`src/rtl/icap_pkg.sv`:
```
`default_nettype none
// ============================================================================
//  Module      : icap_pkg
//  Description : Shared constants, type-1 header helper and FSM state
//                encoding for the ICAPE2 readback controller.
//  Revision    : 1.0  initial release
// ============================================================================
package icap_pkg;

    // Configuration command words (already in ICAP bit order).
    localparam logic [31:0] DUMMY       = 32'hFFFF_FFFF;
    localparam logic [31:0] SYNC        = 32'hAA99_5566;
    localparam logic [31:0] NOOP        = 32'h2000_0000;
    localparam logic [31:0] CMD_WR_HDR  = 32'h3000_8001;
    localparam logic [31:0] DESYNC_CODE = 32'h0000_000D;

    // Number of words in the write-side header and tail sequences.
    localparam int HDR_WORDS  = 6;
    localparam int TAIL_WORDS = 4;

    typedef enum logic [2:0] {
        ST_IDLE    = 3'd0,
        ST_WR_HDR  = 3'd1,
        ST_SW_RD   = 3'd2,
        ST_RD      = 3'd3,
        ST_SW_WR   = 3'd4,
        ST_WR_TAIL = 3'd5,
        ST_DONE    = 3'd6
    } state_t;

    // Type-1 packet header: opcode READ, register address in [17:13],
    // word count in [10:0].
    function automatic logic [31:0] type1_rd_hdr(input logic [4:0]  addr,
                                                 input logic [10:0] count);
        return 32'h2800_0000 | {14'd0, addr, 13'd0} | {21'd0, count};
    endfunction

endpackage
`default_nettype wire

```
`src/rtl/pack32to128.sv`:
```
`default_nettype none
// ============================================================================
//  Module      : pack32to128
//  Description : Packs 32-bit words into 128-bit beats, first word in the
//                most significant slot. A beat is emitted on the 4th word or
//                on a word flagged 'last' (remaining slots zero).
//  Ports       : clk, rst        - clock, synchronous active-high reset
//                word            - incoming 32-bit word
//                word_valid      - qualifies word this cycle
//                last            - word is the final one of the transfer
//                data_out        - packed beat, held until the next beat
//                data_valid      - one-cycle strobe qualifying data_out
//  Revision    : 1.0  initial release
// ============================================================================
module pack32to128 (
    input  logic         clk,
    input  logic         rst,
    input  logic [31:0]  word,
    input  logic         word_valid,
    input  logic         last,
    output logic [127:0] data_out,
    output logic         data_valid
);

    logic [127:0] r_acc;
    logic [1:0]   r_cnt;
    logic [127:0] w_merged;

    // Accumulator with the incoming word dropped into its slot; unused
    // lower slots stay zero because r_acc is cleared after every beat.
    always_comb begin
        w_merged = r_acc;
        case (r_cnt)
            2'd0:    w_merged[127:96] = word;
            2'd1:    w_merged[95:64]  = word;
            2'd2:    w_merged[63:32]  = word;
            default: w_merged[31:0]   = word;
        endcase
    end

    always_ff @(posedge clk) begin
        if (rst) begin
            r_acc      <= '0;
            r_cnt      <= '0;
            data_out   <= '0;
            data_valid <= 1'b0;
        end else begin
            data_valid <= 1'b0;
            if (word_valid) begin
                if (r_cnt == 2'd3 || last) begin
                    data_out   <= w_merged;
                    data_valid <= 1'b1;
                    r_acc      <= '0;
                    r_cnt      <= '0;
                end else begin
                    r_acc <= w_merged;
                    r_cnt <= r_cnt + 2'd1;
                end
            end
        end
    end

endmodule
`default_nettype wire

```
`src/rtl/icap_readback_ctrl.sv`:
```
`default_nettype none
// ============================================================================
//  Module      : icap_readback_ctrl
//  Description : Reads a configuration register back through ICAPE2:
//                writes a type-1 read header, turns the port around, captures
//                word_count words after RD_LATENCY cycles, turns the port back
//                and writes a DESYNC tail. Words are packed into 128-bit beats.
//  Ports       : clk, rst                - clock, synchronous active-high reset
//                start, reg_addr,
//                word_count              - request (accepted only when idle)
//                busy, done              - status
//                icap_csib, icap_rdwrb,
//                icap_i, icap_o          - ICAPE2 interface
//                data_out, data_valid    - packed readback beats
//  Revision    : 1.0  initial release
// ============================================================================
module icap_readback_ctrl
    import icap_pkg::*;
#(
    parameter int RD_LATENCY = 3,
    parameter int MAX_WORDS  = 1024
) (
    input  logic         clk,
    input  logic         rst,
    input  logic         start,
    input  logic [4:0]   reg_addr,
    input  logic [10:0]  word_count,
    output logic         busy,
    output logic         done,
    output logic         icap_csib,
    output logic         icap_rdwrb,
    output logic [31:0]  icap_i,
    input  logic [31:0]  icap_o,
    output logic [127:0] data_out,
    output logic         data_valid
);

    localparam logic [11:0] C_LAT = 12'(RD_LATENCY);
    localparam logic [11:0] C_MAX = 12'(MAX_WORDS);

    state_t      r_state;
    logic [2:0]  r_idx;       // index of the next header/tail word to emit
    logic [11:0] r_rd_cnt;    // index of the read cycle currently on the port
    logic [4:0]  r_addr;
    logic [10:0] r_n;

    logic        w_start_ok;
    logic [31:0] w_hdr_word;
    logic [31:0] w_tail_word;
    logic        w_word_valid;
    logic        w_rd_last;

    assign w_start_ok = start && (word_count != 11'd0) &&
                        ({1'b0, word_count} <= C_MAX);

    always_comb begin
        w_hdr_word = NOOP;
        case (r_idx)
            3'd0:    w_hdr_word = DUMMY;
            3'd1:    w_hdr_word = SYNC;
            3'd2:    w_hdr_word = NOOP;
            3'd3:    w_hdr_word = type1_rd_hdr(r_addr, r_n);
            default: w_hdr_word = NOOP;
        endcase
    end

    always_comb begin
        w_tail_word = NOOP;
        case (r_idx)
            3'd0:    w_tail_word = CMD_WR_HDR;
            3'd1:    w_tail_word = DESYNC_CODE;
            default: w_tail_word = NOOP;
        endcase
    end

    // The ICAP returns word k during read cycle RD_LATENCY+k; the last read
    // cycle carries the final word.
    assign w_word_valid = (r_state == ST_RD) && (r_rd_cnt >= C_LAT);
    assign w_rd_last    = (r_rd_cnt == (C_LAT + {1'b0, r_n} - 12'd1));

    // r_state names the phase whose outputs are currently on the pins;
    // csib is always high on the cycles where rdwrb changes.
    always_ff @(posedge clk) begin
        if (rst) begin
            r_state    <= ST_IDLE;
            r_idx      <= '0;
            r_rd_cnt   <= '0;
            r_addr     <= '0;
            r_n        <= '0;
            icap_csib  <= 1'b1;
            icap_rdwrb <= 1'b0;
            icap_i     <= '0;
            busy       <= 1'b0;
            done       <= 1'b0;
        end else begin
            case (r_state)
                ST_IDLE: begin
                    if (w_start_ok) begin
                        r_addr    <= reg_addr;
                        r_n       <= word_count;
                        r_state   <= ST_WR_HDR;
                        icap_csib <= 1'b0;
                        icap_rdwrb <= 1'b0;
                        icap_i    <= DUMMY;
                        r_idx     <= 3'd1;
                        busy      <= 1'b1;
                    end
                end
                ST_WR_HDR: begin
                    if (r_idx == 3'(HDR_WORDS)) begin
                        r_state    <= ST_SW_RD;
                        icap_csib  <= 1'b1;
                        icap_rdwrb <= 1'b1;
                        icap_i     <= '0;
                    end else begin
                        icap_i <= w_hdr_word;
                        r_idx  <= r_idx + 3'd1;
                    end
                end
                ST_SW_RD: begin
                    r_state   <= ST_RD;
                    icap_csib <= 1'b0;
                    r_rd_cnt  <= '0;
                end
                ST_RD: begin
                    if (w_rd_last) begin
                        r_state    <= ST_SW_WR;
                        icap_csib  <= 1'b1;
                        icap_rdwrb <= 1'b0;
                    end else begin
                        r_rd_cnt <= r_rd_cnt + 12'd1;
                    end
                end
                ST_SW_WR: begin
                    r_state   <= ST_WR_TAIL;
                    icap_csib <= 1'b0;
                    icap_i    <= CMD_WR_HDR;
                    r_idx     <= 3'd1;
                end
                ST_WR_TAIL: begin
                    if (r_idx == 3'(TAIL_WORDS)) begin
                        r_state   <= ST_DONE;
                        icap_csib <= 1'b1;
                        icap_i    <= '0;
                        done      <= 1'b1;
                        busy      <= 1'b0;
                    end else begin
                        icap_i <= w_tail_word;
                        r_idx  <= r_idx + 3'd1;
                    end
                end
                ST_DONE: begin
                    done    <= 1'b0;
                    r_state <= ST_IDLE;
                end
                default: begin
                    r_state <= ST_IDLE;
                end
            endcase
        end
    end

    pack32to128 u_pack (
        .clk        (clk),
        .rst        (rst),
        .word       (icap_o),
        .word_valid (w_word_valid),
        .last       (w_rd_last),
        .data_out   (data_out),
        .data_valid (data_valid)
    );

endmodule
`default_nettype wire
```
`config.mk`:
```
export PLATFORM = sky130hd
export DESIGN_NAME = icap_readback_ctrl
export DESIGN_NICKNAME = d
export VERILOG_FILES = /design/src/rtl/icap_pkg.sv /design/src/rtl/pack32to128.sv /design/src/rtl/icap_readback_ctrl.sv
export SDC_FILE = /design/constraint.sdc
export NUM_CORES = 1
export LEC_CHECK = 0
export CELL_PAD_IN_SITES_DETAIL_PLACEMENT = 1
export CELL_PAD_IN_SITES_GLOBAL_PLACEMENT = 1
export CORE_AREA = 2 2 185 187
export DETAILED_ROUTE_END_ITERATION = 10
export DIE_AREA = 0 0 187 189
export PLACE_DENSITY_LB_ADDON = 0.15
export SLEW_MARGIN = 15
export SYNTH_ARGS = -nofsm -noshare
export SYNTH_HDL_FRONTEND = slang
export SYNTH_SLANG_ARGS = --single-unit
```
`constraint.sdc`:
```
create_clock -name clk -period 3.5 [get_ports clk]
set_input_delay 0.35 -clock clk [delete_from_list [all_inputs] [get_ports clk]]
set_output_delay 0.35 -clock clk [all_outputs]
set_load 0.01 [all_outputs]
```
==> results of run 1 <==
## flip-flops by register name (all words and copies together) (netlist names), 2 cells and up
name and cells:
r_rd_cnt 12, r_addr 5, r_idx 3, u_pack.r_acc 128
u_pack.r_cnt 2, r_state 3, icap_i 21, r_n 11
u_pack.data_out 128
## Yosys cell counts, types with 25 or more instances
cell	instances
nor2_1	33
and2_1	36
clkbuf_1	95
a211oi_1	121
dfxtp_1	318
buf_4	26
nand2_1	46
buf_2	25
o32ai_1	96
mux2i_1	134
a21oi_1	172
inv_1	106
nand2b_1	39
## worst reg2reg max path: cells and delay by family (launching register included)
kind	cells	cell delay, ns
and+or+nand+nor	2	0.63
adders and majority gates	1	0.28
buffers and inverters	2	0.59
DFF	1	0.34
AOI/OAI and AO/OA	5	1.24
## worst max-delay path by stage
stage / to
global route: u_pack.data_out[86]
CTS: u_pack.data_out[86]
finish: u_pack.data_out[86]
detailed placement: r_idx[1]
floorplan: u_pack.data_out[18]
global placement: r_idx[1]
## cells in the final DEF, fill, tap and decap left out, types with 8 or more instances in the layout
cell / netlist / routed
clkbuf_1: 95 / 9
inv_1: 106 / 106
mux2i_1: 134 / 134
dfxtp_1: 318 / 318
and2_1: 36 / 35
o21ai_0: 23 / 23
a21o_1: 8 / 8
nor2_1: 33 / 33
o32ai_1: 96 / 96
buf_4: 26 / 33
or3_1: 14 / 14
a211oi_1: 121 / 121
nand3_1: 23 / 23
o221a_2: 8 / 8
nand2_1: 46 / 46
clkdlybuf4s50_1: 0 / 214
nand2b_1: 39 / 39
a211oi_2: 10 / 10
clkbuf_16: 0 / 38
nand4_1: 11 / 11
a21oi_1: 172 / 171
## cells by family (layout without fill, tap and decap cells)
| family | Yosys count | after routing | synth area share (%) |
|---|---|---|---|
| flops | 318 | 318 | 47.0 |
| fa+ha+maj | 11 | 11 | 1.02 |
| mux | 134 | 134 | 9.91 |
| buf+inv | 253 | 418 | 7.97 |
| compound gates | 470 | 470 | 24.2 |
| simple gates | 234 | 234 | 9.38 |
| xor+xnor | 8 | 8 | 0.518 |
## stage by stage
step / power, uW / utilization [%]
6_report: 7850 / 51.4
3_3_place_gp: 4250 / 48.0
4_1_cts: 7930 / 51.4
5_1_grt: 8120 / 51.4
3_5_place_dp: 4260 / 48.0
2_1_floorplan: 4030 / -
## power breakdown
part,switching [uW],internal (uW)
Clock,1470,2200
Sequential,37.9,3660
Combinational,276,210
## cell type report
cell class              instances  share of cell area (%)
flip-flops and latches        318                    37.2
multi-input cells             857                    35.8
repair buffers                254                    14.7
clock buffers                  54                    6.31
well taps                     448                    3.27
inverters                     106                    2.32
clock inverters                 4                   0.329
## per-layer routing
metal  vias up  part of all wire [%]
met4         0                   2.3
met3        55                   3.6
met1      5741                    45
li1       5478                     -
met5         -                     0
met2       225                    49
==> results.md, run 1 <==
* Site Rows at 67
* Ordered cell list for the critical path: ha_1 > nand4_1 > or4_1 > a21oi_1 > o22ai_2 > o31ai_4 > buf_4 > buf_4 > a21oi_1 > a211oi_1
* Final Hold Vio Count at 0
* Chip Height at 189 um
* Share of layout cells above drive strength 1 at 7.97%
* Biggest area consumer among synthesized cells: dfxtp_1
* Total GRT Usage at between 20% and 30%
* Placed Area at 16000 um2
* Post-synth EDFFs at 0
* Layout Cells excl Fill at roughly 2.0k
* Routing usage on met3 at between 3 and 4%
* RR Startpoint: r_n[1]
* Num ports at 216
* Synth Register Bits at around 320
* Worst vdd ir at 392 uV
* Distinct cells, synth at 53
* Clk_lat worst skew at 0.52 ns
* Gr ovfl total at 0
* Max_cap viols at 0
* Final setup TNS at 0 ns
* Fmax at about 310 MHz
* Gr busiest metal: met2
* Number of buffers created by CTS at 36
* Slew Limit Fails at 0
* Met1 Use GR at 30.6%
* CTS H-tree depth at 2
* Hold Path Origin: rst
* GPL Wtd Cong at a little under 0.8
* Syn_area_per_cell at 9.48 um2
* Final instance area at 17100 um2
* CTS tree: done
* Vias in the first global route at 11.9k
* Die X at 187 um
* Fillers at 3688
* CTS Hold Bufs at 0
* Met2 Track Usage GR at 40.1%
* Setup Buffers After CTS at 0
* Leakage at 0.00547 uW
* Worst R2R Path Depth at 10
* R2R Setup Slk at 0.32 ns
* Initial core utilization at a little over 40%
* DIE AREA at 35300 um2
* Synthesized Nets at between 1k and 1.5k
* Layout overhead on the synthesized area at 26.5%
* # clock sinks at 318
* Main synth FF type: dfxtp_1
* Synth async-reset ratio at 0%
* Register area share after synthesis at 47.0%
* R2R Path End: u_pack.data_out[86]
* Crit end category: flop
* Worst hold stages at 2
* Worst Hold End: u_pack.data_out[21]
* Worst-path clk slew at ~0.06 ns
* Normalized max-slew margin at 22.0%
* WHS at around 0.38 ns
* Register area at 6370 um2
* Core Box Area at between 30000 and 40000 um2
* WL/cell at 20.7 um
* Root buffer cell: clkbuf_16
* Largest net degree at the start of global routing at 132
* Crit path max-delay family: compound AO/OA/AOI/OAI gates
* CP startpoint: r_n[1]
* Antenna viol nets, final at 0
* Dpl hpwl at 26600 um
* Vias/cell at around 5.6
* Drt drc at 0
* Slowest-stage cell, CP: or4_1
* # setup viols final at 0
* Max incr delay on CP at 0.44 ns
* Worst path depth at 10
* Period utilization at 90.9%
* Critical path class: reg -> reg
* Yosys top cell area share at 47.0%
* Fin nets at 1635
* Post-CTS sizing at 0
* CP Data Required Time at approximately 3.9 ns
* Via count at 11.5k
* Setup crit start kind: flop
* Placed cells at approximately 2k
* Hold crit path type: in -> reg
* Initial antenna violation count at 1
* Tmin final at between 3 and 4 ns
* Place WS at 0.307 ns
* Worst slew pin tran at 1.17 ns
* Diode count at 0
* Pwr Density at 459 nW/um2
* Worst Slack Setup Final at 0.317 ns
* # port buffers at ~220
* Detailed Route Iter0 Violations at 672
* First-pass GRT wire length at 67500 um
* Mapped cell area at between 10000 and 15000 um2
* Worst-path fanout max at 35
* Detailed-router iteration count before antenna repair at 5
* Status: completed
* Area of the multi-input gates at 6130 um2
* Buffers plus inverters on the worst setup path at 2
* CP Data Arrival Time at 3.59 ns
* Maximum root-to-sink buffer count at 3
* Total wire length at 42200 um
* Synthesized netlist cell count at 1428
* RSZ-0062 raised after global routing: no
* Top cells by area, synth: dfxtp_1, mux2i_1, a211oi_1, a21oi_1, o32ai_1
* Post-Route Skew at 0.0167 ns
* Synthesis Warnings at 0
No activity file was read; power rests on OpenSTA's default activity.
==> run 2, diff against run 1 <==
- SLEW_MARGIN: 15 -> 40
==> results.md, run 2 (synthesis results as in run 1) <==
* Status: completed
* Design Power at roughly 8300 uW
* Worst vdd ir at 332 uV
* Leakage at between 0.005 and 0.006 uW
* Switching share of total power at a little under a quarter
* Drt drc at 0
* Clk_lat worst skew at 0.53 ns
* Vias in the first global route at 12.0k
* Largest net degree at the start of global routing at 132
* Reg power frac at 44.6%
* R2R Setup Slk at about 0.36 ns
* Antenna viol nets, final at 0
* Root buffer cell: clkbuf_16
* First-pass GRT wire length at between 60000 and 70000 um
* Vias/cell at 5.60
* Place WS at approximately 0.33 ns
* Chip Height at 189 um
* # clock sinks at between 300 and 400
* Slew Limit Fails at 0
* Worst slew pin tran at 0.858 ns
* Crit end category: flop
* Clock power frac at 49.4%
* Commonest non-fill, non-tap cell in the layout: dfxtp_1
* CTS tree: done
* Commonest non-fill, non-tap cells in the layout: dfxtp_1, clkdlybuf4s50_1, a21oi_1
* Period utilization at 89.6%
* Max_cap viols at 0
* Critical path class: reg -> reg
* Fillers at 3714
* GPL Wtd Cong at between 0.7 and 0.8
* Total wire length at 42400 um
* Total GRT Usage at about a quarter
* Post-CTS sizing at 0
* # setup viols final at 0
* Number of buffers created by CTS at 36
* Dpl hpwl at about 27000 um
* Fmax at 319 MHz
* Gr ovfl total at 0
* Initial core utilization at 40.7%
* CTS Hold Bufs at 0
* Num ports at between 200 and 250
* Detailed Route Iter0 Violations at 690
* Diode count at 0
* CP Data Required Time at 3.92 ns
* Post-Route Skew at roughly 0.020 ns
* Detailed-router iteration count before antenna repair at 5
* Final setup TNS at 0 ns
* DIE AREA at about 35000 um2
* Sw Pwr at 1870 uW
* Hold crit path type: in -> reg
* Initial antenna violation count at 0
* Worst Slack Setup Final at 0.365 ns
* Die X at between 150 and 200 um
* RSZ-0062 raised after global routing: no
* Normalized max-slew margin at a little over two fifths
* CTS H-tree depth at 2
* Tmin final at 3.14 ns
* Regs by FF count: u_pack.data_out x128, u_pack.r_acc x128, icap_i x21
* Maximum root-to-sink buffer count at 3
* Comb pwr share at 6.0%
* Worst-path clk slew at ~0.06 ns
* CP Data Arrival Time at roughly 3.6 ns
* Share of layout cells above drive strength 1 at 8.63%
* Area of the multi-input gates at 6130 um2
* Layout overhead on the synthesized area at 27.9%
* Core Box Area at 33300 um2
* Worst-path fanout max at 35
* Final Hold Vio Count at 0
* # port buffers at roughly 220
* Register area at 6370 um2
* Setup crit start kind: flop
* Pwr Density at 479 nW/um2
* Setup Buffers After CTS at 0
* P_int at approximately 6400 uW
* WL/cell at 20.7 um
* Fin nets at 1638
* Site Rows at between 60 and 70
* Via count at between 10k and 15k
==> run 2: changes by cell type in the layout (fill, tap and decap cells not counted), moves of 2 or more <==
| cell | delta |
|---|---|
| clkbuf_1 | -4 |
| inv_6 | +2 |
| buf_8 | +2 |
| bufinv_16 | +5 |
==> run 2: final timing paths <==
path                     from                   end  depth (start not counted)
max                    r_n[1]  u_pack.data_out[113]                         10
min                       rst   u_pack.data_out[25]                          2
max reg2reg            r_n[1]  u_pack.data_out[113]                         10
min reg2reg  u_pack.r_acc[26]      u_pack.r_acc[26]                          1
==> run 2: power by group through the flow <==
stage | sequential, uW | clock [uW] | combinational, uW
2_1_floorplan | 3780 | 0 | 253
3_3_place_gp | 3780 | 0 | 479
3_5_place_dp | 3780 | 0 | 489
4_1_cts | 3700 | 4170 | 492
5_1_grt | 3700 | 4310 | 532
6_report | 3700 | 4100 | 494
==> run 2: cell type report <==
class	count	share of cell area, %
Clock buffer	50	6.09
Sequential cell	318	36.8
Tap cell	448	3.24
Inverter	106	2.30
Clock inverter	12	1.27
Timing Repair Buffer	257	14.9
Multi-Input combinational cell	857	35.4
==> run 2: metal layers <==
metal  wire, um  up-vias  global-route usage (%)
met5          0        -                       0
met4       1110        0                    6.93
met3       1460       57                    3.50
met2      20200      203                    39.8
met1      19700     5716                    31.1
li1           -     5488                       -
==> run 2: worst max-delay path: stages (launching register included) <==
cell and delay, ns:
dfxtp_1 0.34, ha_1 0.26, nand4_1 0.18, or4_1 0.44, a21oi_1 0.19, o22ai_2 0.17, o31ai_4 0.45, buf_4 0.22
buf_4 0.36, a21oi_1 0.16, a211oi_1 0.26
==> run 2: per-stage QoR <==
step / std cells / instance area, um2 / util (%) / hold WS (ns)
after floorplan: 1428 / 13500 / - / 0.429
after global placement: 1983 / 16000 / 48.0 / 0.441
after detailed placement: 1985 / 16000 / 48.1 / 0.443
after CTS: 2047 / 17300 / 51.9 / 0.404
after global routing: 2048 / 17300 / 52.0 / 0.194
final: 2048 / 17300 / 52.0 / 0.186
